[config.mk]
export PLATFORM = sky130hd
export DESIGN_NAME = circuit_pipe_dp
export DESIGN_NICKNAME = d
export VERILOG_FILES = /design/src/rtl/circuit_pipe_dp.sv
export SDC_FILE = /design/constraint.sdc
export NUM_CORES = 1
export LEC_CHECK = 0
export CELL_PAD_IN_SITES_DETAIL_PLACEMENT = 1
export CELL_PAD_IN_SITES_GLOBAL_PLACEMENT = 1
export CORE_MARGIN = 1.5
export CORE_UTILIZATION = 40
export CTS_BUF_LIST = sky130_fd_sc_hd__clkbuf_8
export DETAILED_ROUTE_END_ITERATION = 10
export PLACE_DENSITY = 0.86
export RECOVER_POWER = 100
export SLEW_MARGIN = 40
export SYNTH_ARGS = -nofsm -noshare
export SYNTH_HDL_FRONTEND = slang
export SYNTH_SLANG_ARGS = --single-unit
[constraint.sdc]
create_clock -name clk -period 3.2 [get_ports clk]
set_clock_uncertainty 0.1 [all_clocks]
set_input_delay 0.64 -clock clk [delete_from_list [all_inputs] [get_ports clk]]
set_output_delay 0.64 -clock clk [all_outputs]
set_load 0.02 [all_outputs]
[src/rtl/circuit_pipe_dp.sv]
// Three-stage add/compare/mux/shift datapath with valid/ready on both ends.
// Each stage holds whenever the stage after it is full and cannot move.
module circuit_pipe_dp #(
    parameter int WIDTH  = 32,
    parameter bit SIGNED = 1'b0,
    parameter int SHAMT  = 1
) (
    input  logic             clk,
    input  logic             rst,
    input  logic [WIDTH-1:0] a,
    input  logic [WIDTH-1:0] b,
    input  logic [WIDTH-1:0] c,
    input  logic             in_valid,
    output logic             in_ready,
    output logic [WIDTH-1:0] x,
    output logic [WIDTH-1:0] z,
    output logic             out_valid,
    input  logic             out_ready
);

    typedef struct packed {
        logic [WIDTH-1:0] d;
        logic [WIDTH-1:0] e;
        logic [WIDTH-1:0] f;
    } s1_t;

    typedef struct packed {
        logic [WIDTH-1:0] g;
        logic [WIDTH-1:0] h;
        logic             lt;
        logic             eq;
    } s2_t;

    s1_t s1;
    s2_t s2;
    s1_t s1_n;
    s2_t s2_n;
    logic [3:0]       vld_pipe;
    logic [3:1]       adv;
    logic [WIDTH-1:0] h_sra;
    logic [WIDTH-1:0] x_n;
    logic [WIDTH-1:0] z_n;

    assign vld_pipe[0] = in_valid;
    assign adv[3]      = !vld_pipe[3] || out_ready;
    assign adv[2]      = !vld_pipe[2] || adv[3];
    assign adv[1]      = !vld_pipe[1] || adv[2];
    assign in_ready    = adv[1] && !rst;
    // Masked during reset so no output transfer can complete in a reset cycle.
    assign out_valid   = vld_pipe[3] && !rst;

    always_comb begin
        s1_n.d = a + b;
        s1_n.e = a + c;
        s1_n.f = a - b;
    end

    always_comb begin
        s2_n.lt = 1'b0;
        if (SIGNED) s2_n.lt = $signed(s1.d) < $signed(s1.e);
        else        s2_n.lt = s1.d < s1.e;
        s2_n.eq = (s1.d == s1.e);
        s2_n.g  = s2_n.lt ? s1.d : s1.e;
        s2_n.h  = s2_n.eq ? s2_n.g : s1.f;
    end

    // Signedness of the shift comes from the operand alone, so this is a true sign-fill shift.
    assign h_sra = $signed(s2.h) >>> SHAMT;

    always_comb begin
        x_n = s2.lt ? (s2.g << SHAMT) : s2.g;
        z_n = s2.h;
        if (s2.eq) z_n = SIGNED ? h_sra : (s2.h >> SHAMT);
    end

    always_ff @(posedge clk) begin
        if (rst) begin
            vld_pipe[3:1] <= '0;
            s1            <= '0;
            s2            <= '0;
            x             <= '0;
            z             <= '0;
        end else begin
            for (int i = 1; i <= 3; i++)
                if (adv[i]) vld_pipe[i] <= vld_pipe[i-1];
            if (adv[1]) s1 <= s1_n;
            if (adv[2]) s2 <= s2_n;
            if (adv[3]) begin
                x <= x_n;
                z <= z_n;
            end
        end
    end

endmodule

==> summary.log <==
qor: power.leakage_power_total 8.85 nW
qor: clock_tree.clock_tree.buffer_depth 3
qor: power.share_seq_of_total_power 0.380
qor: synth.prevailing_post_synth_register_cell dfxtp_1
qor: critical_path.reg2reg_to h_sra[19]$_SDFFE_PP0P_
qor: final_layout.ff_latch_area 4570 sq um
qor: floorplanning.die-area 37,600 sq um
qor: hold_path.hold_path_class in -> reg
qor: synth.yosysUniqueCellTypes 87
qor: floorplanning.rows 69
qor: power.peakVddDrop 0.000245 V
qor: clock_tree.clk_latency 0.55 ns
qor: floorplanning.floorplan.initialDensity 0.408
qor: final_layout.multi_input_area 9580 sq um
qor: timing.setup_violations 0
qor: timing.grt_setup_unrepaired true
qor: critical_path.crit_path_start b[16]
qor: final_layout.fill_cells 4,279
qor: routing.route.final.wire_length 53,200 um
qor: critical_path.worst_setup_slack_for_register_to_register_paths 0.20 ns
qor: synth.syn_area_per_cell 8.27 sq um
qor: status.status finished with violations
qor: clock_tree.cts_made_buffers 40
qor: final_layout.nets 2,352
qor: timing.final_min_period_over_clock_period 0.991
qor: synth.synthesized_flop_and_latch_total 228
qor: final_layout.insertedDiodeCount 0
qor: routing.via_total_after_detailed_routing 14,698
qor: grt.wire_length_of_the_first_global_routing_pass 83,300 um
qor: synth.post_synth_main_area_contributors dfxtp_1 31%, ha_1 11%, a211oi_1 7.0%, mux2i_1 6.6%, nor2_1 4.9%
qor: power.pwr_density_cell 469 nW/um^2
qor: synth.ys_async_sr_fraction 0
qor: synth.synth_cells 1,766
qor: critical_path.number_of_cells_traversed_by_the_worst_register_to_register_path 12
qor: critical_path.rr_startpoint s1[33]$_SDFFE_PP0N_
qor: grt.first_global_vias 15,269
qor: critical_path.end_kind flop
qor: routing.drt_iter0_drc 900
qor: synth.synth-compound-area-share 0.248
qor: synth.synth_simple_gate_area_frac 0.160
qor: power.power.internal 5.96 mW
qor: status.failed_checks DRC
qor: synth.post_synth_edffs 0
qor: timing.final.setup.tns 0 ns
qor: synth.synth_nets 1,994
qor: synth.synth_mux_area_frac 0.0666
qor: place.io_buffer_count 165
qor: synth.post_synth_most_frequent_cells 228 x dfxtp_1, 190 x nor2_1, 136 x a211oi_1
qor: timing.setup_ws 0.0297 ns
qor: synth.post-synth-top-count-cell dfxtp_1
qor: critical_path.worst-path-max-fanout 9
qor: floorplanning.die_x 194 um
qor: clock_tree.cts_tree yes
qor: floorplanning.die_y 194 um
qor: power.swShare 0.352
qor: floorplanning.core_area 35,700 sq um
qor: grt.grt_overflow_total 0
qor: timing.fin_hold_viols 0
qor: final_layout.final_layout_size_suffix_gt1_frac 0.196
qor: power.clock_share_of_power 0.269
qor: grt.grt_max_degree 162
qor: timing.tightest_slew 1.48 ns
qor: routing.drtPass1Iterations 8
qor: job.cap_violations 0
qor: timing.max_freq 315 MHz
qor: hold_path.worst_hold_path.num_cells 2
qor: timing.slew_viol_final 0
qor: place.detailedPlacementHpwl 40,600 um
qor: hold_path.worstHoldEndpoint s2[0]$_SDFFE_PP0P_
qor: routing.route.detailed.vias_per_inst 5.64
qor: synth.yosys.area.top_type_share 0.313
qor: grt.grt_antenna_before_repair 0
qor: synth.ys.warnings.count 0
qor: clock_tree.cts_htree_levels 2
qor: power.combPwrFrac 0.351
qor: place.placement.setup.worst_slack -0.763 ns
qor: timing.maxSlewHeadroom 0.0144
qor: synth.netlist.top_cell.by_area dfxtp_1
qor: final_layout.post-route-util 0.548
qor: critical_path.data_arrival_at_the_endpoint_of_the_critical_path 3.49 ns
qor: clock_tree.ctsRootBufferMaster clkbuf_8
qor: timing.final_period_minus_worst_setup_slack 3.17 ns
qor: final_layout.syn2layout_area_growth 34.2%
qor: power.power.switching 3.24 mW
qor: place.place.gp.congestion 0.926
qor: synth.synth-xor-area-share 0.0408
qor: synth.synth_top_family_by_area compound AO/OA/AOI/OAI gates
qor: critical_path.crit_path_start_kind input port
qor: floorplanning.ports 166
qor: critical_path.crit_type in -> reg
qor: synth.synth.yosys.seq_area_share 0.313
qor: hold_path.min_from rst
qor: grt.grt_util_all_layers 0.272
qor: synth.mappedNetlistArea 14,600 sq um
qor: clock_tree.clock_sink_count 228
qor: routing.drt_drc_violations_left 14
qor: synth.synth_adder_area_share 0.111
qor: clock_tree.clkTransAtPathRegs 0.06 ns
qor: routing.routedWlPerCell 20.4 um
qor: routing.antenna_violating_nets_post_route 0
qor: critical_path.cp.required 3.52 ns
-- stage by stage --
stage	instances	hold WS [ns]	cell area, sq um	power [mW]
3_5_place_dp	2531	0.348	18400	6.63
5_1_grt	2608	0.237	19600	9.63
4_1_cts	2600	0.230	19200	9.13
6_report	2608	0.260	19600	9.20
2_1_floorplan	1766	0.332	14600	5.21
3_3_place_gp	2531	0.344	18400	6.49
-- power groups by stage --
stage	clock network, mW	logic [mW]	registers, mW
2_1_floorplan	0	1.72	3.50
3_3_place_gp	0	2.96	3.53
3_5_place_dp	0	3.08	3.55
4_1_cts	2.52	3.12	3.49
5_1_grt	2.64	3.46	3.54
6_report	2.48	3.22	3.49
-- cell usage in the layout, fill, tap and decap left out, drive strengths merged, types with 5 or more instances in the layout --
cell type	n
xor2	23
nand2	119
xnor2	45
o21a	9
nor2b	20
and2	6
dlygate4sd2	5
nor4	10
clkdlybuf4s50	77
a21oi	129
nand3	28
mux2i	96
nand4	30
a22oi	22
buf	260
or3	15
and3	13
a211oi	138
o2111ai	7
dlymetal6s2s	16
o41ai	5
o211ai	6
ha	125
clkbuf	58
o31ai	10
nor2	190
a31oi	13
dlygate4sd3	66
or4	6
nor3	29
o221ai	8
a21o	41
o21ai	79
dfxtp	228
o21bai	13
nand2b	8
inv	114
nor4b	5
-- repair_timing --
action	4_1_cts	5_1_grt
pin swaps	12	30
buffers inserted	4	8
gates cloned	0	0
resized for setup	24	88
endpoints found under the hold margin	0	0
hold buffers	0	0
setup endpoints to repair	30	42
-- sequential cells by signal, indices dropped and copies added, names as in the netlist --
signal,count
h_sra,31
s1,95
s2,35
vld_pipe,3
x,32
z,32
-- cell type report --
cell class | instances | share of cell area
clock inverter | 21 | 0.00485
clock buffer | 44 | 0.0309
multi-input combinational | 1317 | 0.489
sequential | 228 | 0.233
timing repair buffer | 438 | 0.193
tap | 461 | 0.0294
inverter | 99 | 0.0192
-- critical path, cell delays in order --
cell and delay [ns]:
clkdlybuf4s50_1 0.50, inv_1 0.06, ha_1 0.29, buf_4 0.18
and4_2 0.27, nand2_2 0.14, nor2b_1 0.10, nor3b_4 0.22
o41ai_4 0.10, buf_4 0.17, a221oi_4 0.32, o21a_2 0.17
nor4_1 0.04, a221o_1 0.28
-- logic make-up (layout without fill, tap and decap cells) --
group | after synthesis | after routing
compound gates | 528 | 528
fa+ha+maj | 128 | 128
flops | 228 | 228
buf+inv | 221 | 602
xor+xnor | 68 | 68
mux | 97 | 97
simple gates | 496 | 496
-- how the worst max path moves through the flow --
stage	end	cells past startpoint	slack [ns]
2_1_floorplan	s1[50]$_SDFFE_PP0N_	11	0.05
3_3_place_gp	s1[82]$_SDFFE_PP0N_	15	-0.64
3_5_place_dp	s1[90]$_SDFFE_PP0N_	13	-0.76
4_1_cts	s1[90]$_SDFFE_PP0N_	13	0.005
5_1_grt	s1[91]$_SDFFE_PP0N_	13	-0.09
6_report	s1[27]$_SDFFE_PP0N_	14	0.03
-- metal layers --
layer	routed length, um	global-route usage
met1	25900	0.392
met4	922	0.0645
met3	2450	0.0282
met5	0	0
met2	24000	0.436
Note: power is estimated with default switching activity, not from simulation.
